==> config.mk <==
export PLATFORM = sky130hd
export DESIGN_NAME = shift_sequencer
export DESIGN_NICKNAME = d
export VERILOG_FILES = /design/src/rtl/shift_sequencer.sv
export SDC_FILE = /design/constraint.sdc
export NUM_CORES = 1
export LEC_CHECK = 0
export ABC_AREA = 1
export BUFFER_PORTS_ARGS = -buffer_cell sky130_fd_sc_hd__buf_2
export CORE_MARGIN = 2
export CORE_UTILIZATION = 42
export CTS_BUF_LIST = sky130_fd_sc_hd__clkbuf_4 sky130_fd_sc_hd__clkbuf_8 sky130_fd_sc_hd__clkbuf_16
export CTS_CLUSTER_DIAMETER = 60
export DETAILED_ROUTE_END_ITERATION = 10
export GPL_ROUTABILITY_DRIVEN = 0
export PLACE_DENSITY = 0.74
export SETUP_SLACK_MARGIN = 0.2
export SYNTH_ARGS = -nofsm -noshare
export SYNTH_HDL_FRONTEND = slang
export SYNTH_SLANG_ARGS = --single-unit
==> constraint.sdc <==
create_clock -name clk_i -period 4.4 [get_ports clk_i]
set_input_delay 0.88 -clock clk_i [delete_from_list [all_inputs] [get_ports clk_i]]
set_output_delay 0.88 -clock clk_i [all_outputs]
set_load 0.05 [all_outputs]
==> src/rtl/shift_sequencer.sv <==
// shift_sequencer: multi-cycle RV32 shift unit (SLL/SRL/SRA/ROR).
// A request is accepted in IDLE. The operand is shifted by at most STEP bits
// per cycle, and the result is returned together with a one-cycle done pulse.
// Ports:
//   clk_i, rst_i        clock and synchronous active-high reset
//   start_i             request strobe; sampled only while ready_o=1
//   op_i                00 SLL, 01 SRL, 10 SRA, 11 ROR
//   value_i, shamt_i    operand and shift amount, captured on accept
//   flush_i             abort the current operation; has priority over start_i
//   ready_o             high in IDLE
//   busy_o              high in SHIFT and DONE
//   done_o              one-cycle pulse; value_o is valid in the same cycle
//   value_o             result register; holds the last completed result
module shift_sequencer #(
   parameter int unsigned STEP = 1   // legal values: 1, 2, 4, 8, 16
) (
   input  logic        clk_i,
   input  logic        rst_i,
   input  logic        start_i,
   input  logic [1:0]  op_i,
   input  logic [31:0] value_i,
   input  logic [4:0]  shamt_i,
   input  logic        flush_i,
   output logic        ready_o,
   output logic        busy_o,
   output logic        done_o,
   output logic [31:0] value_o
);

   localparam int unsigned W  = 32;
   localparam int unsigned AW = 5;
   localparam logic [AW-1:0] STEP_AMT = AW'(STEP);

   localparam logic [1:0] OP_SLL = 2'b00;
   localparam logic [1:0] OP_SRL = 2'b01;
   localparam logic [1:0] OP_SRA = 2'b10;
   localparam logic [1:0] OP_ROR = 2'b11;

   typedef enum logic [1:0] {
      S_IDLE  = 2'd0,
      S_SHIFT = 2'd1,
      S_DONE  = 2'd2
   } state_e;

   state_e          state_q, state_d;
   logic [W-1:0]    work_q, work_d;
   logic [AW-1:0]   rem_q, rem_d;
   logic [1:0]      op_q, op_d;
   logic [W-1:0]    value_q, value_d;
   logic            ready_q, ready_d;
   logic            busy_q, busy_d;
   logic            done_q, done_d;

   logic [AW-1:0]   k_c;
   logic [AW-1:0]   rem_next_c;
   logic [W-1:0]    shifted_c;

   // One shift step of at most STEP bits; k is never zero while in SHIFT.
   function automatic logic [W-1:0] shift_step(input logic [W-1:0] w,
                                               input logic [1:0]   op,
                                               input logic [AW-1:0] k);
      logic [2*W-1:0] dbl;
      logic [W-1:0]   res;
      dbl = {w, w} >> k;
      case (op)
         OP_SLL:  res = w << k;
         OP_SRL:  res = w >> k;
         OP_SRA:  res = W'($signed(w) >>> k);
         OP_ROR:  res = dbl[W-1:0];
         default: res = w;
      endcase
      return res;
   endfunction

   // Step size and shifted operand for the current SHIFT cycle.
   always_comb begin
      k_c        = (rem_q < STEP_AMT) ? rem_q : STEP_AMT;
      rem_next_c = rem_q - k_c;
      shifted_c  = shift_step(work_q, op_q, k_c);
   end

   // Next-state and registered-output logic.
   always_comb begin
      state_d = state_q;
      work_d  = work_q;
      rem_d   = rem_q;
      op_d    = op_q;
      value_d = value_q;

      case (state_q)
         S_IDLE: begin
            if (start_i && !flush_i) begin
               work_d = value_i;
               rem_d  = shamt_i;
               op_d   = op_i;
               if (shamt_i == '0) begin
                  state_d = S_DONE;
                  value_d = value_i;
               end else begin
                  state_d = S_SHIFT;
               end
            end
         end
         S_SHIFT: begin
            work_d = shifted_c;
            rem_d  = rem_next_c;
            if (rem_next_c == '0) begin
               state_d = S_DONE;
               value_d = shifted_c;
            end
         end
         S_DONE: begin
            state_d = S_IDLE;
         end
         default: begin
            state_d = S_IDLE;
         end
      endcase

      // Flush aborts without publishing a result.
      if (flush_i) begin
         state_d = S_IDLE;
         value_d = value_q;
      end

      ready_d = (state_d == S_IDLE);
      busy_d  = (state_d != S_IDLE);
      done_d  = (state_d == S_DONE);
   end

   // State and data registers.
   always_ff @(posedge clk_i) begin
      if (rst_i) begin
         state_q <= S_IDLE;
         work_q  <= '0;
         rem_q   <= '0;
         op_q    <= '0;
         value_q <= '0;
         ready_q <= 1'b1;
         busy_q  <= 1'b0;
         done_q  <= 1'b0;
      end else begin
         state_q <= state_d;
         work_q  <= work_d;
         rem_q   <= rem_d;
         op_q    <= op_d;
         value_q <= value_d;
         ready_q <= ready_d;
         busy_q  <= busy_d;
         done_q  <= done_d;
      end
   end

   assign ready_o = ready_q;
   assign busy_o  = busy_q;
   assign done_o  = done_q;
   assign value_o = value_q;

endmodule

**Word level (Yosys, flattened, before mapping)**

Cells that the tools add are included.

- Flip-flop bits (word level): 76
- Input bits: 43
- Output and inout bits: 35

- Add/sub/neg operators: 1
- Multiplexer cells: 15
- Eq/ne operators: 8
- Shift operators: 4
- Bitwise logic cells: 1
- Reductions and logical operators: 12
- Magnitude comparators: 1

Operator list:

| operator | number |
|---|---|
| $mux 32 | 4 |
| $pmux 32 s2 | 2 |
| $pmux 32 s4 | 1 |
| $shr 64x5->32 | 1 |
| $shl 32x5->32 | 1 |
| $shr 32x5->32 | 1 |
| $sshr 32x5->32 | 1 |
| $logic_not 5->1 | 2 |
| $mux 5 | 2 |
| $pmux 5 s2 | 1 |
| $mux 2 | 4 |
| $eq 2x2->1 const B | 3 |
| $logic_not 2->1 | 3 |
| $ne 2x2->1 const B | 3 |
| $lt 5x1->1 const B | 1 |
| $reduce_and 5->1 | 1 |
| $sub 5x5->5 | 1 |
| $eq 2x1->1 const B | 2 |
| $pmux 2 s2 | 1 |
| $reduce_and 2->1 | 2 |
| $reduce_bool 2->1 | 2 |
| $logic_and 1x1->1 | 1 |
| $logic_not 1->1 | 1 |
| $not 1->1 | 1 |

**Depth between registers and ports, before layout**

Gate-level depths: netlist (run 1).

- Word-level depth: 8
- Gate-level depth with buffers: 14
- Mapped depth without buffers: 13

**Least setup slack after synthesis (run 1)**

No wires, ideal clock.

- Kind: input -> register
- Start point: in start_i
- End point: reg work_q[10]
- Path buffers: 2
- Cell stages on the path: 9
- Slack: 2440 ps
- Library setup time: 114 ps
- Arrival time: 1846 ps
- Cells stage by stage: inv_1 nor2_1 nand2_1 nand2_1 buf_2 clkinv_1 clkbuf_1 o21bai_1 inv_1

- Longest elaborated chain between the ends: 3

Ends and longest elaborated chain:

| element | line | text |
|---|---|---|
| from (decl) | 19 | `input logic start_i,` |
| $logic_and 1x1->1 | 92 | `if (start_i && !flush_i) begin` |
| $ne 2x2->1 (no line) | n/a |  |
| $reduce_and 2->1 (no line) | n/a |  |
| to (signal assigned) | 144 | `work_q <= work_d;` |
| to (decl) | 46 | `logic [W-1:0] work_q, work_d;` |

Every way passes these cells.
A chain may end at the register's enable or synchronous reset.

**Final worst setup path (run 1)**

- Start point: reg state_q[1]
- End point: reg value_q[8], in the netlist value_o[8]

- Longest elaborated chain between the ends: 3

Ends and longest elaborated chain:

| element | line | text |
|---|---|---|
| from (decl) | 45 | `state_e state_q, state_d;` |
| from (signal assigned) | 143 | `state_q <= state_d;` |
| $eq 2x1->1 / $logic_not 2->1 (equally long branches) | 90 | `case (state_q)` |
| $ne 2x2->1 (no line) / $reduce_bool 2->1 (equally long branches) | n/a |  |
| $reduce_and 5->1 (no line) | n/a |  |
| to (signal assigned) | 147 | `value_q <= value_d;` |
| to (decl) | 49 | `logic [W-1:0] value_q, value_d;` |

Parallel ways exist; a longest one is shown, timed or not.

==> impl_metrics.yaml, run 1 <==
status:
  outcome: "completed"
global_route:
  grt_pass1_vias: 4078
  gr-usage-all-layers_pct: 19.96
  antenna_found_initial: 0
  grt_max_degree: 51
  grt_overflow: 0
  grt_pass1_wl_um: 18090
finish:
  nNetsFinal: 770
  regArea_mm2: 0.001521
  stdcell_count: 863
  fillerInstances: 1049
  diodes: 0
  multiInputGateArea_mm2: 0.002121
  layout-drive-gt1-share_pct: 14.79
  syn_to_final_growth_pct: 14.12
route:
  viasPerCell: 4.927
  dr.pass1.iters: 5
  num_vias: 4252
  drtAntennaViolNets: 0
  dr.first_iter.drc_count: 219
  drc: 0
  drt_wl_total_um: 10560
  avgRoutedWirePerCell_um: 12.24
critical_path:
  r2r_slack_ps: 1540
  crit_path_cell_trace: "inv_1, nand2_2, inv_1, nand2_2, nand2_4, nand2_1, nand2_1, nor2_1"
  crit_path_max_incr_delay_ps: 990
  reg2regPathDepth: 8
  critPathMaxFanout: 50
  critPathLaunchType: "register"
  cp.required_ps: 4650
  critPathKind: "reg -> reg"
  rr_endpoint: "value_o[8]"
  r2r_start: "state_q[1]"
  endpoint_kind: "register"
  critPathArrivalTime_ps: 3110
  cpMaxStageDelayCell: "inv_1"
sta:
  fin_tns_setup_ps: 0
  timing.slew.headroom_pct: 30.89
  finalCriticalPeriod_ps: 2864
  setup_violations: 0
  skew_ps: 8.881
  final_max_slew_viol_count: 0
  max_freq_mhz: 349.2
  worst_hold_slack_ps: 478.8
  hold_viol_final: 0
  min_period_over_period_pct: 65.09
  rsz0062_at_grt: "false"
  tightest_slew_ps: 1036
  timing.final.ws_setup_ps: 1536
yosys:
  synth_top_flop_cell: "dfxtp_1"
  synth_cells: 674
  synth.distinct_cells: 33
  syn_area_mm2: 0.004209
  syn_area_per_cell_um2: 6.245
  yosysSeqAreaShare_pct: 36.15
  synthArstFlopShare_pct: 0
  synth-seq-cells: 76
  synth_edf_count: 0
  syn_nets: 718
  yosys_warnings: 0
place:
  port-buffer-count: 77
  dp_cells: 848
  hpwl_um: 7067
  pre_cts_ws_ps: 1443
clocking:
  worst_skew_pair.late_latency_ps: 360
  ctsResizeCount: 0
  cts_buffers: 9
  cts_root_buf: "clkbuf_8"
  cts_tree: "done"
  hold_buffers: 0
  cts.path.max_buffers: 2
  h-tree-depth: 3
  clkTransAtPathRegs_ps: 80
  cts_sinks: 76
  post_cts_buffers: 0
floorplan:
  core_mm2: 0.009729
  die-area_mm2: 0.01084
  num_rows: 36
  die_h_um: 104.1
  dieWidth_um: 104.1
  io_pins: 78
  initial_core_util_pct: 43.26
pwr:
  pwr-share-clk_pct: 35.2
  p_leak_nw: 2.562
  internal-power_w: 0.001173
  p_switching_w: 0.0005288
  combPwrFrac_pct: 20.5
  vdd_ir_drop_max_mv: 0.1733
  switching_share_pct: 31.07
  pwr_density_cell_mw_per_mm2: 354.3
  seq_power_share_pct: 44.3
min_path:
  min_to: "value_o[12]"
  min-delay-start: "value_o[12]"
  holdPathStages: 2
  min_path_type: "reg -> reg"
flow_run:
  maxCapViolCount: 0
[cell type report]
class | count | share of cell area (%)
multi-input cells | 462 | 44.15
flip-flops and latches | 76 | 31.67
clock inverters | 4 | 1.537
inverters | 96 | 7.502
repair buffers | 81 | 8.648
clock buffers | 11 | 3.022
well taps | 133 | 3.464
[Yosys cell counts, types with 5 or more instances]
master | number | area [um^2]
nand3_1 | 40 | 200.2
dfxtp_1 | 76 | 1521
nor2_1 | 95 | 356.6
clkbuf_1 | 19 | 71.32
o211ai_1 | 5 | 37.54
buf_2 | 11 | 55.05
o21bai_1 | 22 | 165.2
inv_1 | 93 | 349.1
nand2_1 | 180 | 675.7
a31oi_1 | 8 | 50.05
o21ai_0 | 64 | 320.3
a21oi_1 | 21 | 105.1
[cell families after synthesis]
group,synth area share (%)
compound gates,17.78
fa+ha+maj,0.2972
buf+inv,13.53
flops,36.15
simple gates,32.25
[sequential cells by signal, indices dropped and copies added (netlist names)]
name / flops
value_o: 32
work_q: 32
rem_q: 5
op_q: 2
state_q: 2
busy_o: 1
done_o: 1
ready_o: 1
[routing by layer]
metal	global-route usage [%]	vias up	part of all wire [%]	wire (um)
met4	6.371	0	1.5	156
met5	0	-	0	0
met1	24.16	1904	46	4806
met2	35.29	126	48	5032
li1	-	2206	-	-
met3	4.198	16	5.4	568
[through the flow]
| step | cell area [um^2] | total power, W | utilization (%) |
|---|---|---|---|
| floorplan | 4209 | 0.001038 | - |
| global route | 4803 | 0.001795 | 49.37 |
| finish | 4803 | 0.001702 | 49.37 |
| CTS | 4803 | 0.001707 | 49.37 |
| detailed placement | 4584 | 0.001114 | 47.12 |
| global placement | 4584 | 0.001104 | 47.12 |
[cells in the final DEF, fill, tap and decap left out, types with 3 or more instances in the layout]
cell	count
dfxtp_1	76
o21ai_0	64
and2_1	4
inv_1	93
nand2_1	180
buf_4	4
nand3_1	40
o21ai_1	3
o211ai_1	5
buf_2	77
o21bai_1	22
nor2_1	94
nand4_1	3
clkbuf_8	10
a31oi_1	8
a21oi_1	21
a21boi_0	3
[how the worst max path moves through the flow]
stage,depth (start not counted),endpoint,startpoint
floorplan,9,work_q[10],start_i
global placement,8,work_q[26],flush_i
global route,8,value_o[8],state_q[1]
detailed placement,8,work_q[5],flush_i
CTS,8,value_o[8],state_q[1]
finish,8,value_o[8],state_q[1]
[power by group through the flow]
stage / logic [W] / registers [W] / clock network, W
after global placement: 0.000337 / 0.000768 / 0
after detailed placement: 0.000345 / 0.000769 / 0
after floorplan: 0.000257 / 0.000782 / 0
final: 0.000349 / 0.000754 / 0.000598
after CTS: 0.000347 / 0.000753 / 0.000607
after global routing: 0.000396 / 0.000759 / 0.000640
[worst max-delay path: cells and delay by family (launching register included)]
family | cells | cell delay [ps]
buffers and inverters | 2 | 1070
flip-flops | 1 | 310
AND/OR/NAND/NOR | 6 | 1350
(Power assumes the default switching activity.)
==> inputs of run 2 (changes only) <==
--- a/config.mk
+++ b/config.mk
@@ -5,7 +5,7 @@
 export SDC_FILE = /design/constraint.sdc
 export NUM_CORES = 1
 export LEC_CHECK = 0
-export ABC_AREA = 1
+export ABC_AREA = 0
 export BUFFER_PORTS_ARGS = -buffer_cell sky130_fd_sc_hd__buf_2
 export CORE_MARGIN = 2
 export CORE_UTILIZATION = 42
==> constraint.sdc (replaced) <==
create_clock -name clk_i -period 2.7 [get_ports clk_i]
set_input_delay 0.54 -clock clk_i [delete_from_list [all_inputs] [get_ports clk_i]]
set_output_delay 0.54 -clock clk_i [all_outputs]
set_load 0.05 [all_outputs]
==> impl_metrics.yaml, run 2 <==
critical_path:
  crit_path_cell_trace: "or4_1, buf_4, nor4b_1, a211oi_1, o41ai_1"
  critPathKind: "reg -> reg"
  endpoint_kind: "register"
  crit_path_max_incr_delay_ps: 720
  critPathTopFamily: "simple AND/OR/NAND/NOR gates"
  cpMaxStageDelayCell: "or4_1"
  critPathLaunchType: "register"
  cp.required_ps: 2960
  cp_num_buf_inv: 1
  critPathArrivalTime_ps: 2510
  critPathMaxFanout: 12
place:
  hpwl_um: 7692
  dpl_cell_area_mm2: 0.004717
  port-buffer-count: 77
yosys:
  yosys-top-cells-area: "dfxtp_1, a311oi_2, mux2_2"
  synth-seq-cells: 76
  syn_area_mm2: 0.004305
  yosysSeqAreaShare_pct: 35.34
  synth_edf_count: 0
  synthArstFlopShare_pct: 0
  yosys_warnings: 0
  syn_nets: 537
  synth_top_flop_cell: "dfxtp_1"
  synthMostInstantiatedCell: "dfxtp_1"
  synth_cells: 493
  synth.distinct_cells: 49
  netlist.area_leader.share_pct: 35.34
  ys_top_cells_by_count: "dfxtp_1, nand2_1, nor3_1"
  synth_top_area_cell: "dfxtp_1"
  syn_area_per_cell_um2: 8.733
clocking:
  worst_skew_pair.late_latency_ps: 370
  cts_buffers: 9
  cts.path.max_buffers: 2
  h-tree-depth: 3
  ctsResizeCount: 0
  post_cts_buffers: 0
  cts_tree: "done"
  hold_buffers: 0
  cts_sinks: 76
  clkTransAtPathRegs_ps: 80
  cts_root_buf: "clkbuf_8"
global_route:
  grt_overflow: 0
  grt_pass1_wl_um: 19230
  grt_pass1_vias: 3983
  grt_max_degree: 39
  antenna_found_initial: 0
  gr-usage-all-layers_pct: 21.05
finish:
  nNetsFinal: 594
  diodes: 0
  syn_to_final_growth_pct: 15.02
  layout_common_cells: "buf_2, dfxtp_1, nand2_1"
  finalInstanceArea_mm2: 0.004952
  layout_commonest_cell: "buf_2"
  layout-drive-gt1-share_pct: 33.51
pwr:
  combPwrFrac_pct: 20.0
  p_switching_w: 0.0008364
  pwr-share-clk_pct: 36.3
  finalPower_w: 0.002817
  switching_share_pct: 29.69
  seq_power_share_pct: 43.8
  p_leak_nw: 1.947
  pwr_density_cell_mw_per_mm2: 568.8
  vdd_ir_drop_max_mv: 0.2294
  internal-power_w: 0.001980
sta:
  timing.slew.headroom_pct: 63.02
  setup_violations: 0
  rsz0062_at_grt: "false"
  min_period_over_period_pct: 83.23
  final_max_slew_viol_count: 0
  tightest_slew_ps: 554.7
  finalCriticalPeriod_ps: 2247
  fin_tns_setup_ps: 0
  skew_ps: 12.88
  max_freq_mhz: 445.0
  hold_viol_final: 0
route:
  avgRoutedWirePerCell_um: 16.76
  num_vias: 4073
  dr.pass1.iters: 5
  drt_wl_total_um: 11530
  dr.first_iter.drc_count: 300
  viasPerCell: 5.920
  drtAntennaViolNets: 0
  drc: 0
floorplan:
  die_h_um: 105.2
  initial_core_util_pct: 43.65
  io_pins: 78
  num_rows: 36
  core_mm2: 0.009864
  dieWidth_um: 105.2
  die-area_mm2: 0.01108
flow_run:
  maxCapViolCount: 0
min_path:
  min_path_type: "in -> reg"
status:
  outcome: "completed"
==> run 2: changes by cell type after synthesis, moves of 29 or more <==
| cell | before | now |
|---|---|---|
| nor2_1 | 95 | 45 |
| a311oi_2 | 0 | 29 |
| o21ai_0 | 64 | 28 |
| nand3_1 | 40 | 1 |
| mux2_2 | 0 | 30 |
| nand2_1 | 180 | 62 |
| nor3_1 | 1 | 47 |
| inv_1 | 93 | 6 |
==> run 2: area by class of cell <==
type                    instances  area (um^2)
repair buffers                 95        520.5
clock inverters                 4        70.07
inverters                       6        22.52
flip-flops and latches         76         1521
clock buffers                  12        165.2
well taps                     133        166.4
multi-input cells             362         2486
fillers                       917         4912
==> run 2: worst register-to-register path: cells and delay by family (launching register included) <==
| kind | cells | cell delay [ps] |
|---|---|---|
| AOI/OAI and AO/OA | 2 | 480 |
| and+or+nand+nor | 2 | 1030 |
| DFF | 1 | 370 |
| buffers and inverters | 1 | 260 |
==> run 2: path summary, 6_finish.rpt <==
path              startpoint         end  slack (ps)  cells after the start
setup reg to reg    rem_q[4]  work_q[31]         450                      5
hold / removal       op_i[0]     op_q[0]         420                      3
hold reg to reg   work_q[13]  work_q[13]         530                      2
setup / recovery    rem_q[4]  work_q[31]         450                      5
==> run 2: cells by family (layout without fill, tap and decap cells) <==
logic type	after synthesis	in the layout	share of synthesized area (%)
AOI/OAI and AO/OA	149	149	28.86
adders and majority gates	1	1	0.2906
buffers and inverters	55	117	7.236
DFF	76	76	35.34
muxes	30	30	7.846
and+or+nand+nor	182	182	20.43
==> run 2: routing by layer <==
| metal | vias up | share of wire (%) | GRT usage (%) |
|---|---|---|---|
| met3 | 27 | 5.9 | 3.896 |
| met5 | - | 0 | 0 |
| met1 | 1925 | 43 | 26.09 |
| met4 | 0 | 2.4 | 8.952 |
| li1 | 1962 | - | - |
| met2 | 159 | 48 | 35.67 |
==> run 2: power by group through the flow <==
stage / registers (W) / clock network [W] / logic (W)
6_report: 0.00123 / 0.00102 / 0.000562
5_1_grt: 0.00124 / 0.00108 / 0.000614
4_1_cts: 0.00123 / 0.00103 / 0.000557
3_5_place_dp: 0.00126 / 0 / 0.000555
3_3_place_gp: 0.00125 / 0 / 0.000541
2_1_floorplan: 0.00129 / 0 / 0.000378
==> run 2: per-stage QoR <==
stage	std cells	setup WS (ps)	hold WS (ps)	utilization, %
after floorplan	493	355.9	482.7	-
after global placement	672	444.3	509.8	47.82
after detailed placement	672	368.8	528.7	47.82
after CTS	688	440.8	411.5	50.20
after global routing	688	282.1	457.1	50.20
final	688	452.7	419.2	50.20
